--- src/rtl/sparse_mult_pkg.sv ---
// Shared types and constants for the sparse multiplication pass sequencer.
package sparse_mult_pkg;

  typedef enum logic [2:0] {
    S_IDLE,
    S_FETCH,
    S_WAIT,
    S_ISSUE,
    S_DONE
  } state_t;

  // Galois polynomial x^16+x^14+x^13+x^11+1
  localparam logic [15:0] LFSR_TAPS    = 16'hB400;
  localparam logic [15:0] LFSR_DEFAULT = 16'hACE1;

  function automatic logic [15:0] lfsr_next(input logic [15:0] s);
    return (s >> 1) ^ (s[0] ? LFSR_TAPS : 16'h0000);
  endfunction

endpackage

--- src/rtl/lfsr16_galois.sv ---
// 16-bit Galois LFSR with seed load; an all-zero seed falls back to the default state.
module lfsr16_galois
  import sparse_mult_pkg::*;
(
  input  logic        clk,
  input  logic        rst,
  input  logic        load,
  input  logic        step,
  input  logic [15:0] seed,
  output logic [15:0] state
);

  // State register: load has priority over step.
  always_ff @(posedge clk) begin
    if (rst) begin
      state <= LFSR_DEFAULT;
    end else if (load) begin
      state <= (seed == 16'h0000) ? LFSR_DEFAULT : seed;
    end else if (step) begin
      state <= lfsr_next(state);
    end
  end

endmodule

--- src/rtl/dummy_slot_scheduler.sv ---
// Issues MAX_WEIGHT equally-timed op slots per pass: WEIGHT real positions read
// from the position RAM, interleaved with LFSR-placed dummy ops.
module dummy_slot_scheduler
  import sparse_mult_pkg::*;
#(
  parameter int MAX_WEIGHT     = 75,
  parameter int WEIGHT         = 66,
  parameter int N              = 17669,
  parameter int POS_WIDTH      = 16,
  parameter int LOGN           = $clog2(N),
  parameter int LOG_WEIGHT     = $clog2(WEIGHT),
  parameter int LOG_MAX_WEIGHT = $clog2(MAX_WEIGHT)
) (
  input  logic                      clk,
  input  logic                      rst,
  input  logic                      start_i,
  input  logic [15:0]               seed_i,
  output logic                      busy_o,
  output logic                      done_o,
  output logic                      ram_rd_en_o,
  output logic [LOG_WEIGHT-1:0]     ram_addr_o,
  input  logic [POS_WIDTH-1:0]      ram_q_i,
  output logic                      op_valid_o,
  input  logic                      op_ready_i,
  output logic [POS_WIDTH-1:0]      op_pos_o,
  output logic                      op_dummy_o,
  output logic [LOG_MAX_WEIGHT-1:0] op_slot_o
);

  localparam logic [LOG_MAX_WEIGHT:0] DUMMIES = (LOG_MAX_WEIGHT+1)'(MAX_WEIGHT - WEIGHT);
  localparam logic [LOG_WEIGHT:0]     RIDX_END = (LOG_WEIGHT+1)'(WEIGHT);
  localparam logic [31:0]             LMASK    = 32'((1 << LOGN) - 1);

  state_t                    state, state_nx;
  logic [LOG_MAX_WEIGHT-1:0] slot;
  logic [LOG_WEIGHT:0]       ridx;
  logic [LOG_MAX_WEIGHT:0]   dcnt;
  logic                      is_dummy;
  logic [15:0]               lfsr, lsnap;
  logic                      lfsr_load, lfsr_step;
  logic                      take_dummy, last_slot, busy_r;
  logic [POS_WIDTH-1:0]      op_pos_r;
  logic                      op_dummy_r;
  logic [31:0]               lval, lred;

  lfsr16_galois u_lfsr (
    .clk   (clk),
    .rst   (rst),
    .load  (lfsr_load),
    .step  (lfsr_step),
    .seed  (seed_i),
    .state (lfsr)
  );

  // Slot decisions, dummy position reduction and LFSR control.
  always_comb begin
    take_dummy = (dcnt != '0) && ((ridx == RIDX_END) || lfsr[0]);
    last_slot  = (slot == LOG_MAX_WEIGHT'(MAX_WEIGHT - 1));
    lfsr_load  = (state == S_IDLE) && start_i;
    lfsr_step  = (state == S_FETCH);
    lval       = {16'h0000, lsnap} & LMASK;
    lred       = (lval >= 32'(N)) ? (lval - 32'(N)) : lval;
  end

  // State register.
  always_ff @(posedge clk) begin
    if (rst) state <= S_IDLE;
    else     state <= state_nx;
  end

  // Next-state logic and state-decoded outputs.
  always_comb begin
    state_nx    = state;
    ram_rd_en_o = 1'b0;
    ram_addr_o  = '0;
    op_valid_o  = 1'b0;
    done_o      = 1'b0;
    unique case (state)
      S_IDLE:  if (start_i) state_nx = S_FETCH;
      S_FETCH: begin
        ram_rd_en_o = 1'b1;
        ram_addr_o  = (ridx >= RIDX_END) ? LOG_WEIGHT'(WEIGHT - 1) : ridx[LOG_WEIGHT-1:0];
        state_nx    = S_WAIT;
      end
      S_WAIT:  state_nx = S_ISSUE;
      S_ISSUE: begin
        op_valid_o = 1'b1;
        if (op_ready_i) state_nx = last_slot ? S_DONE : S_FETCH;
      end
      S_DONE: begin
        done_o   = 1'b1;
        state_nx = S_IDLE;
      end
      default: state_nx = S_IDLE;
    endcase
  end

  // Counters and op registers; the dummy decision and LFSR bits are captured in
  // FETCH so WAIT works from the pre-advance LFSR value.
  always_ff @(posedge clk) begin
    if (rst) begin
      busy_r     <= 1'b0;
      slot       <= '0;
      ridx       <= '0;
      dcnt       <= '0;
      is_dummy   <= 1'b0;
      lsnap      <= '0;
      op_pos_r   <= '0;
      op_dummy_r <= 1'b0;
    end else begin
      unique case (state)
        S_IDLE: if (start_i) begin
          busy_r <= 1'b1;
          slot   <= '0;
          ridx   <= '0;
          dcnt   <= DUMMIES;
        end
        S_FETCH: begin
          is_dummy <= take_dummy;
          lsnap    <= lfsr;
        end
        S_WAIT: begin
          op_dummy_r <= is_dummy;
          if (is_dummy) begin
            op_pos_r <= POS_WIDTH'(lred);
            dcnt     <= dcnt - 1'b1;
          end else begin
            op_pos_r <= ram_q_i;
            ridx     <= ridx + 1'b1;
          end
        end
        S_ISSUE: if (op_ready_i) slot <= last_slot ? '0 : slot + 1'b1;
        S_DONE:  busy_r <= 1'b0;
        default: ;
      endcase
    end
  end

  assign busy_o     = busy_r;
  assign op_pos_o   = op_pos_r;
  assign op_dummy_o = op_dummy_r;
  assign op_slot_o  = slot;

endmodule

--- config.mk ---
export PLATFORM = sky130hd
export DESIGN_NAME = dummy_slot_scheduler
export DESIGN_NICKNAME = d
export VERILOG_FILES = /design/src/rtl/sparse_mult_pkg.sv /design/src/rtl/lfsr16_galois.sv /design/src/rtl/dummy_slot_scheduler.sv
export SDC_FILE = /design/constraint.sdc
export NUM_CORES = 1
export LEC_CHECK = 0
export CORE_ASPECT_RATIO = 0.6
export CORE_MARGIN = 5
export CORE_UTILIZATION = 37
export CTS_CLUSTER_DIAMETER = 60
export DETAILED_ROUTE_END_ITERATION = 16
export HOLD_SLACK_MARGIN = 0.06
export PLACE_DENSITY_LB_ADDON = 0.1
export SYNTH_ARGS = -nofsm -noshare
export SYNTH_HDL_FRONTEND = slang
export SYNTH_HIERARCHICAL = 1
export SYNTH_SLANG_ARGS = --single-unit
--- constraint.sdc ---
create_clock -name clk -period 2.42 [get_ports clk]
set_clock_uncertainty 0.05 [all_clocks]
set_input_delay 0.363 -clock clk [delete_from_list [all_inputs] [get_ports clk]]
set_output_delay 0.363 -clock clk [all_outputs]
set_load 0.03 [all_outputs]
==> results.txt <==
worst r2r dst = op_pos_o[6]$_SDFFE_PP0P_
GR Overflow Total = 0
H-tree lvl count = 3
Hold Fails Final Rpt = 0
post-synthesis sequential area ratio = 0.366
Layout Nets = 605
hold depth = 2
Root Driver = clkbuf_16
initial antenna violation count = 1
failing checks = negative setup slack
Max VDD drop = 426 uV
I/O pins = 71
commonest non-fill, non-tap cell in the layout = dfxtp_1
wire length per cell = 16.3 um
Placeable Area = 11100 um^2
Synth area leaders = dfxtp_1 (37%), a21oi_1 (6.5%), nor2_1 (4.5%)
Synth async-reset ratio = 0
WP data arrival = 2.10 ns
Synth Net Count = 537
Slew Limit Headroom = 0.690
Max Clock Freq = 399 MHz
CTS tree = done
gpl congestion = 0.827
ys flop type = dfxtp_1
Crit Path Category = register to output port
ANT nets after route = 0
pin count of the biggest net entering global routing = 36
yosys warns = 6
average size of a mapped cell = 8.43 um^2
part of the cycle the worst path needs = 1.04
top cell type by total area after synthesis = dfxtp_1
die area = 13500 um^2
Slowest Stage Delay on Critical Path = 0.53 ns
Pre-Repair DR Iteration Count = 5
Post-Route WL = 11500 um
clock sink count = 76
hold path startpoint = rst
number of vias per cell = 5.38
Worst Hold End = op_pos_o[15]$_SDFFE_PP0P_
clock-pin slew on the worst setup and hold paths = 0.06 ns
crit path max fanout = 6
CP cell instances = or4_4, or3_4, a21oi_4, and3_4, buf_6
drt drc = 0
worst skew pair latency = 0.33 ns
Worst path slowest cell = or4_4
PD cells = 678 nW/um^2
cell family with the largest share of critical-path delay = simple AND/OR/NAND/NOR gates
Final Critical Period = 2.51 ns
WHS = 0.314 ns
die width = 147 um
final setup margin = -0.0883 ns
CP endpoint kind = output port
total track usage = 0.171
Slew Viols, Final = 0
Hold Crit Class = primary input to register
layout cells sized above 1 = 0.134
leakage = 1.95 nW
register bit total from synthesis = 76
row count = 30
most frequent cells in the layout = dfxtp_1 (73), clkdlybuf4s50_1 (62), a21oi_1 (53)
Post-Syn Instances = 493
TritonCTS Buffers = 9
final number of setup-violating endpoints = 6
Power Total = 3.65 mW
status = finished, violations left
r2r setup slk = 0.24 ns
Worst Tran Pin Value = 0.463 ns
Yosys top cell area share = 0.366
area delta synth->final = 29.6%
Die Ht = 92.1 um
Synth cell types = 71
global-route wire length before repair = 18600 um
CP startpoint kind = register
Mapped Area = 4150 um^2
worst endpoint required time = 2.01 ns
Starting Density = 0.373
vias = 3823
number of port buffers = 70
Max-cap violations = 0
Reg2Reg Depth = 7
DP Wirelength = 8550 um
vias in the first global route = 3491
Post-synth EDFFs = 0
Buf+Inv Stages, Crit Path = 1
worst r2r src = lsnap[1]$_SDFFE_PP0P_
Starting DRT DRC Count = 336
antenna diode count = 0
RSZ-0062 raised after global routing = yes
clk buf depth = 2
==> layout make-up <==
class                           instances  area [um^2]
Tap cell                              144          180
Clock inverter                          4         72.6
Timing Repair Buffer                   91          867
Multi-Input combinational cell        371         2450
Sequential cell                        76         1530
Inverter                               12         45.0
Clock buffer                           12          246
Fill cell                            1092         5770
==> cell usage after synthesis, types with 2 or more instances <==
cell	n
o211ai_1	9
o2111ai_1	2
and3_1	6
ha_1	8
o21ai_0	3
nand2_1	49
mux2_2	7
a21oi_1	54
nand4b_1	2
xor2_1	18
nand4bb_1	3
nand3b_1	6
nand3_1	12
or2_2	2
clkbuf_1	19
or3b_2	2
o21a_1	2
a211oi_1	3
buf_6	3
and4_1	3
inv_1	12
nand2b_1	6
nor2_1	50
dfxtp_1	76
or4_1	6
a31oi_1	3
nor4_2	3
nor4_4	2
nor3_1	11
o22a_1	3
buf_2	8
a41oi_1	2
o221ai_1	2
or3_1	5
nor4b_1	2
o22ai_1	2
xnor2_1	5
nand4_1	6
nor4_1	6
clkbuf_2	2
mux2i_1	10
a22oi_1	8
a311o_1	2
nor3b_1	21
==> how the worst max path moves through the flow <==
stage	endpoint	startpoint	cells past startpoint	slack [ns]
floorplan	u_lfsr/state[14]$_SDFFE_PP0P_	state[2]$_SDFFE_PP0P_	9	0.16
global route	ram_addr_o[2]	ridx[2]$_SDFFE_PP0P_	5	-0.15
global placement	op_slot_o[1]$_SDFFE_PP0P_	start_i	6	0.14
CTS	ram_addr_o[2]	ridx[2]$_SDFFE_PP0P_	5	-0.06
finish	ram_addr_o[2]	ridx[2]$_SDFFE_PP0P_	5	-0.09
detailed placement	op_slot_o[1]$_SDFFE_PP0P_	start_i	6	0.11
==> cell families after synthesis <==
family / count (synthesis) / share of synthesized area
buffers and inverters: 46 / 0.0548
multiplexers: 17 / 0.0431
adder cells (fa/ha/maj): 8 / 0.0241
AND/OR/NAND/NOR: 214 / 0.293
XOR/XNOR: 23 / 0.0485
AO/OA/AOI/OAI: 109 / 0.170
flip-flops: 76 / 0.366
==> worst reg2reg max path, cell delays in order, from the launching register on <==
cell and delay [ns]:
dfxtp_1 0.37, inv_1 0.08, ha_1 0.23, and2b_1 0.35, nor4_4 0.08, o21a_1 0.32, or4_1 0.52, o211ai_1 0.10
==> stage by stage <==
step / setup TNS, ns / util / instance area [um^2] / std cells / worst slack (ns)
after floorplan: 0 / - / 4150 / 493 / 0.162
after global placement: 0 / 0.448 / 5000 / 693 / 0.139
after detailed placement: 0 / 0.448 / 5000 / 693 / 0.114
after CTS: -0.373 / 0.480 / 5350 / 710 / -0.0642
after global routing: -0.831 / 0.483 / 5380 / 710 / -0.148
final: -0.456 / 0.483 / 5380 / 710 / -0.0883
==> flip-flops by register name (all words and copies together) (netlist names) <==
name	flops
busy_o	1
op_pos_o	16
u_lfsr/state	16
op_dummy_o	1
ridx	8
op_slot_o	7
state	3
dcnt	8
is_dummy	1
lsnap	15
==> report_power, final <==
group	total (mW)	switching, mW	internal, mW
combinational	0.749	0.408	0.341
sequential	1.46	0.104	1.35
clock	1.44	0.512	0.930
==> layer usage <==
metal / wire length (um) / vias up / track usage / share of wire
met5: 7 / - / 0 / 0.00061
met4: 110 / 2 / 0.0407 / 0.0095
met3: 817 / 11 / 0.0519 / 0.071
met2: 4160 / 121 / 0.213 / 0.36
met1: 6450 / 1768 / 0.273 / 0.56
li1: - / 1921 / - / -
==> what timing repair did <==
action                     4_1_cts  5_1_grt
gates resized for setup          7        8
setup buffers                    1        0
pin swaps                        3        3
setup endpoints to repair        6        7
hold buffers                     0        0
(Power assumes the default switching activity.)
